===== config.mk =====
export PLATFORM = sky130hd
export DESIGN_NAME = arb16_rr_flat
export DESIGN_NICKNAME = d
export VERILOG_FILES = /design/src/rtl/arb16_rr_if.sv /design/src/rtl/arb16_rr.sv /design/src/flat_wrapper.sv
export SDC_FILE = /design/constraint.sdc
export NUM_CORES = 1
export LEC_CHECK = 0
export CAP_MARGIN = 30
export CELL_PAD_IN_SITES_DETAIL_PLACEMENT = 1
export CELL_PAD_IN_SITES_GLOBAL_PLACEMENT = 1
export CORE_MARGIN = 2
export CORE_UTILIZATION = 36
export CTS_BUF_LIST = sky130_fd_sc_hd__clkbuf_2
export DETAILED_ROUTE_END_ITERATION = 6
export PLACE_DENSITY_LB_ADDON = 0.1
export SLEW_MARGIN = 10
export SYNTH_ARGS = -nofsm -noshare
export SYNTH_HDL_FRONTEND = slang
export SYNTH_SLANG_ARGS = --single-unit

===== constraint.sdc =====
create_clock -name clk -period 3.33 [get_ports clk]
set_input_delay 0.4995 -clock clk [delete_from_list [all_inputs] [get_ports clk]]
set_output_delay 0.4995 -clock clk [all_outputs]
set_load 0.01 [all_outputs]

===== src/rtl/arb16_rr_if.sv =====
// arb16_rr_if: request/grant bundle between the clients and the round-robin arbiter.
// master = client/datapath side, slave = arbiter side.
interface arb16_rr_if;
  logic [15:0] req;
  logic        done;
  logic [15:0] grant;
  logic [3:0]  grant_id;
  logic        grant_valid;
  logic        start;
  logic        timeout_err;

  modport master (
    output req, done,
    input  grant, grant_id, grant_valid, start, timeout_err
  );

  modport slave (
    input  req, done,
    output grant, grant_id, grant_valid, start, timeout_err
  );
endinterface


===== src/rtl/arb16_rr.sv =====
// arb16_rr: 16-way round-robin arbiter, registered one-hot grant held until release, then GAP idle cycles.
// Define ARB16_TIMEOUT_EN to force release (and pulse timeout_err) after TIMEOUT busy cycles.
module arb16_rr #(
  parameter int GAP     = 1,
  parameter int TIMEOUT = 1023
) (
  input  logic      clk,
  input  logic      rst,
  arb16_rr_if.slave bus
);

  typedef enum logic [1:0] {IDLE, BUSY, GAP_WAIT} state_t;

  state_t      state, state_n;
  logic [3:0]  last, last_n;
  logic [3:0]  gap_cnt, gap_cnt_n;
  logic [15:0] grant_r, grant_n;
  logic [3:0]  grant_id_r, grant_id_n;
  logic        grant_valid_r, grant_valid_n;
  logic        start_r, start_n;
  logic [15:0] masked, pick_src;
  logic [3:0]  sel_id;
  logic        sel_hit;
  logic        release_now;
  logic        tmo;

  if (GAP < 0 || GAP > 15 || TIMEOUT < 1) begin : g_param_check
    $error("arb16_rr: GAP must be 0..15 and TIMEOUT >= 1");
  end

`ifdef ARB16_TIMEOUT_EN
  localparam int CW = ($clog2(TIMEOUT + 1) > 10) ? $clog2(TIMEOUT + 1) : 10;
  logic [CW-1:0] busy_cnt, busy_cnt_n;
  logic          terr_r, terr_n;

  assign tmo             = (busy_cnt == CW'(TIMEOUT - 1));
  assign bus.timeout_err = terr_r;
`else
  assign tmo             = 1'b0;
  assign bus.timeout_err = 1'b0;
`endif

  assign bus.grant       = grant_r;
  assign bus.grant_id    = grant_id_r;
  assign bus.grant_valid = grant_valid_r;
  assign bus.start       = start_r;

  // Clients above the last winner get first pick; fall back to the whole vector on wrap.
  always_comb begin
    masked = '0;
    for (int unsigned i = 0; i < 16; i++)
      masked[i] = bus.req[i] && (i > 32'(last));
    pick_src = (masked != '0) ? masked : bus.req;
    sel_id   = '0;
    sel_hit  = 1'b0;
    for (int unsigned i = 0; i < 16; i++) begin
      if (!sel_hit && pick_src[i]) begin
        sel_hit = 1'b1;
        sel_id  = 4'(i);
      end
    end
  end

  assign release_now = bus.done || !bus.req[grant_id_r] || tmo;

  always_comb begin
    state_n       = state;
    last_n        = last;
    gap_cnt_n     = gap_cnt;
    grant_n       = grant_r;
    grant_id_n    = grant_id_r;
    grant_valid_n = grant_valid_r;
    start_n       = 1'b0;
`ifdef ARB16_TIMEOUT_EN
    busy_cnt_n    = busy_cnt;
    terr_n        = 1'b0;
`endif
    case (state)
      IDLE: begin
        if (bus.req != '0) begin
          state_n       = BUSY;
          last_n        = sel_id;
          grant_n       = 16'd1 << sel_id;
          grant_id_n    = sel_id;
          grant_valid_n = 1'b1;
          start_n       = 1'b1;
`ifdef ARB16_TIMEOUT_EN
          busy_cnt_n    = '0;
`endif
        end
      end
      BUSY: begin
`ifdef ARB16_TIMEOUT_EN
        busy_cnt_n = busy_cnt + 1'b1;
`endif
        if (release_now) begin
          grant_n       = '0;
          grant_id_n    = '0;
          grant_valid_n = 1'b0;
`ifdef ARB16_TIMEOUT_EN
          // A real release (done or abandon) in the timeout cycle wins over the timeout flag.
          terr_n        = !bus.done && bus.req[grant_id_r];
`endif
          if (GAP == 0) begin
            state_n = IDLE;
          end else begin
            state_n   = GAP_WAIT;
            gap_cnt_n = '0;
          end
        end
      end
      GAP_WAIT: begin
        if (gap_cnt == 4'(GAP - 1)) state_n = IDLE;
        else                        gap_cnt_n = gap_cnt + 4'd1;
      end
      default: state_n = IDLE;
    endcase
  end

  always_ff @(posedge clk) begin
    if (rst) begin
      state         <= IDLE;
      last          <= 4'd15;
      gap_cnt       <= '0;
      grant_r       <= '0;
      grant_id_r    <= '0;
      grant_valid_r <= 1'b0;
      start_r       <= 1'b0;
    end else begin
      state         <= state_n;
      last          <= last_n;
      gap_cnt       <= gap_cnt_n;
      grant_r       <= grant_n;
      grant_id_r    <= grant_id_n;
      grant_valid_r <= grant_valid_n;
      start_r       <= start_n;
    end
  end

`ifdef ARB16_TIMEOUT_EN
  always_ff @(posedge clk) begin
    if (rst) begin
      busy_cnt <= '0;
      terr_r   <= 1'b0;
    end else begin
      busy_cnt <= busy_cnt_n;
      terr_r   <= terr_n;
    end
  end
`endif

endmodule


===== src/flat_wrapper.sv =====
// flat-port wrapper written by rule: the top's interface ports become plain ports
module arb16_rr_flat 
#(
  parameter int GAP     = 1,
  parameter int TIMEOUT = 1023
)
  (clk, rst, bus_req, bus_done, bus_grant, bus_grant_id, bus_grant_valid, bus_start, bus_timeout_err);
  arb16_rr_if bus_i ();
  input  logic clk;
  input  logic rst;
  input wire logic [$bits(bus_i.req)-1:0] bus_req;
  input wire logic [$bits(bus_i.done)-1:0] bus_done;
  output wire logic [$bits(bus_i.grant)-1:0] bus_grant;
  output wire logic [$bits(bus_i.grant_id)-1:0] bus_grant_id;
  output wire logic [$bits(bus_i.grant_valid)-1:0] bus_grant_valid;
  output wire logic [$bits(bus_i.start)-1:0] bus_start;
  output wire logic [$bits(bus_i.timeout_err)-1:0] bus_timeout_err;
  assign bus_i.req = bus_req;
  assign bus_i.done = bus_done;
  assign bus_grant = bus_i.grant;
  assign bus_grant_id = bus_i.grant_id;
  assign bus_grant_valid = bus_i.grant_valid;
  assign bus_start = bus_i.start;
  assign bus_timeout_err = bus_i.timeout_err;
  arb16_rr #(.GAP(GAP), .TIMEOUT(TIMEOUT)) u_core (.clk(clk), .rst(rst), .bus(bus_i));
endmodule

==> results.md <==
- Status: finished, final reports clean
- Total global-route track usage: 24.7%
- Drc violations: 0
- IO Pins: 42
- Cell taking the most area after synthesis: dfxtp_1
- Final setup viols: 0
- Worst r2r path cells: 10
- Final total power: 3.04 mW
- Pwr/cell area: 1010 nW/µm²
- Hold Path Class: reg2reg
- Starting Density: 37.4%
- Area share of the largest cell type after synthesis: 31.1%
- CORE AREA: 5510 µm²
- Slew @ Worst Pin: 0.521 ns
- Mapped Nets: 258
- Clk sink count: 32
- Avg Cell Area, Syn: 8.70 µm²
- Worst r2r dst: u_core.bus.grant[9]
- Initial antenna violation count: 0
- R2R Path Start: u_core.last[1]
- Clock slew at reported path FFs: 0.18 ns
- Tmin final: 3.24 ns
- DR pass1 iterations: 4
- Detailed-route via count: 2,315
- Most used cell, CP: buf_4
- Largest net degree at the start of global routing: 19
- Hold_ws: 0.467 ns
- Final Slew Violations: 0
- Max Clk Rate: 0.309 GHz
- CP Launch Type: input port
- CTS Buf Count: 5
- CP max stage delay: 0.51 ns
- Synthesized area: 2060 µm²
- Hold Crit Depth: 2
- WL/cell: 18.1 µm
- Seq/Total Area, Yosys: 31.1%
- Nets@finish: 356
- GP Congestion: 0.909
- Fin area: 3030 µm²
- Maximum VDD drop: 0.477 mV
- PortBufs: 40
- Die H: 79.7 µm
- Hold EP: u_core.bus.grant[10]
- Worst slew margin: 64.7%
- Cell variety after synth: 65
- Ant diodes: 0
- Seq cells post-synth: 32
- Worst clock skew: 0.0217 ns
- Top-count cell post-synth: dfxtp_1
- CTS root buffer: clkbuf_2
- Detailed Route WL: 7380 µm
- Critical path cell sequence: clkdlybuf4s50_1 > or4b_1 > o21a_1 > nand4_1 > buf_4 > nor4_2 > buf_4 > a21o_1 > or3b_4 > o21ai_0 > nor3_1 > buf_4 > a32o_1
- Critical path peak fanout: 5
- Leak pwr: 1.24 nW
- Post-route ant nets: 0
- Final period util: 97.3%
- Final hold viol count: 0
- DPL Wire Length: 5810 µm
- EDFF count, synth: 0
- CTS max path bufs: 2
- Initial DRC count: 127
- Cell count after synthesis: 237
- Layout cells sized above 1: 27.4%
- Dpl cell area: 2930 µm²
- Fillcell total: 681
- CP Capture Type: flop
- Drt via density: 5.67
- Synth Flop Type: dfxtp_1
- Total grt overflow: 0
- Syn. warnings: 0
- Hold-fix buffers, CTS: 0
- Final Non-Filler Cells: 408
- Ranking of synthesized cells by area: dfxtp_1, mux4_2, a22o_1
- Slowest CP cell: clkdlybuf4s50_1
- Commonest cells post-synth: dfxtp_1, nor2_1, nand2_1, a21oi_1, a22o_1
- Area of the multi-input gates: 1340 µm²
- First-pass GRT wire length: 12,000 µm
- Kind of critical path: in2reg
- Number of max-cap violations: 0
- Num rows: 27
- CTS H-tree depth: 2
- Die Width: 79.7 µm
- Cells after DPL: 397
- Vias in the first global route: 2,389
- Data required, critical path: 3.63 ns
- Seq. cell area: 644 µm²
- Ys async rst share: 0%
- TritonCTS clock tree: built
- Clk_lat worst skew: 0.38 ns
- Crit path DAT: 3.54 ns
- Layout area overhead: 46.8%
- Die Area: 6350 µm²
- Worst reg2reg setup slack: 0.15 ns
- Min-Delay Startpoint: u_core.bus.grant[10]
==> layout make-up <==
class | count | area share (%)
multi-input cells | 185 | 44.2
clock inverters | 3 | 1.24
inverters | 11 | 1.36
clock buffers | 5 | 0.827
repair buffers | 100 | 28.1
flip-flops and latches | 32 | 21.3
well taps | 72 | 2.98
==> power by group <==
part / internal [mW] / switching, mW
clock network: 0.123 / 0.139
logic: 1.09 / 1.10
registers: 0.487 / 0.110
total: 1.70 / 1.35
==> sequential cells by signal (all words and copies together), names as in the netlist <==
register / flops
u_core.state: 2
u_core.bus.grant: 16
u_core.bus.start: 1
u_core.bus.grant_id: 4
u_core.last: 4
u_core.bus.grant_valid: 1
u_core.gap_cnt: 4
==> kinds of logic (layout without fill, tap and decap cells) <==
family / after synthesis / count (layout) / share of synthesized area, %
AND/OR/NAND/NOR: 90 / 90 / 24.3
AO/OA/AOI/OAI: 83 / 83 / 31.4
flip-flops: 32 / 32 / 31.1
buffers and inverters: 20 / 119 / 4.55
multiplexers: 7 / 7 / 6.43
adder cells (fa/ha/maj): 2 / 2 / 1.21
XOR/XNOR: 2 / 2 / 0.850
other: 1 / 1 / 0.182
==> critical path: cells and delay by family <==
family | cells | cell delay, ns
AO/OA/AOI/OAI | 4 | 0.82
AND/OR/NAND/NOR | 5 | 1.24
buffers and inverters | 4 | 0.97
==> what timing repair did <==
item | CTS | global route
resized for setup | 0 | 5
setup endpoints to repair | 0 | 19
endpoints found under the hold margin | 0 | 0
buffers inserted | 0 | 3
==> worst max path at each step <==
stage	end	start	slack, ns	cells after the start
final	u_core.bus.grant[7]	bus_req[9]	0.09	13
after global routing	u_core.bus.grant[11]	bus_req[9]	-0.008	13
after CTS	u_core.bus.grant[9]	u_core.last[3]	0.04	10
after detailed placement	u_core.bus.grant[9]	bus_req[9]	-0.34	10
after global placement	u_core.bus.grant[9]	bus_req[9]	-0.28	10
after floorplan	u_core.bus.grant[8]	bus_req[9]	0.36	10
==> metal layers <==
| layer | track usage (%) | share of wire, % | vias up |
|---|---|---|---|
| li1 | - | - | 1110 |
| met1 | 34.0 | 47 | 1134 |
| met2 | 40.8 | 47 | 66 |
| met3 | 4.07 | 5.6 | 5 |
| met4 | 5.00 | 0.51 | 0 |
| met5 | 0 | 0 | - |
==> per-stage QoR <==
| stage | worst slack, ns | utilization (%) | TNS [ns] |
|---|---|---|---|
| finish | 0.0904 | 55.0 | 0 |
| global placement | -0.277 | 53.2 | -3.84 |
| floorplan | 0.356 | - | 0 |
| global route | -0.00818 | 55.0 | -0.00818 |
| CTS | 0.0406 | 54.3 | 0 |
| detailed placement | -0.338 | 53.2 | -5.15 |
==> cell usage in the layout (no fill, tap or decap), drive strengths merged, types with 3 or more instances in the layout <==
master | netlist | final
or4 | 3 | 3
clkdlybuf4s50 | 0 | 40
nor2 | 24 | 24
dfxtp | 32 | 32
mux4 | 5 | 5
a21oi | 16 | 16
nand2 | 21 | 21
buf | 7 | 60
a21o | 5 | 5
nand3 | 5 | 5
or2 | 3 | 3
nor2b | 5 | 5
a22o | 12 | 12
nand2b | 5 | 5
o41ai | 4 | 4
o31ai | 3 | 3
o21a | 4 | 4
and2 | 5 | 5
inv | 11 | 11
o21ai | 11 | 11
a32o | 4 | 4
nor3 | 3 | 3
clkbuf | 2 | 5
(Power assumes the default switching activity.)
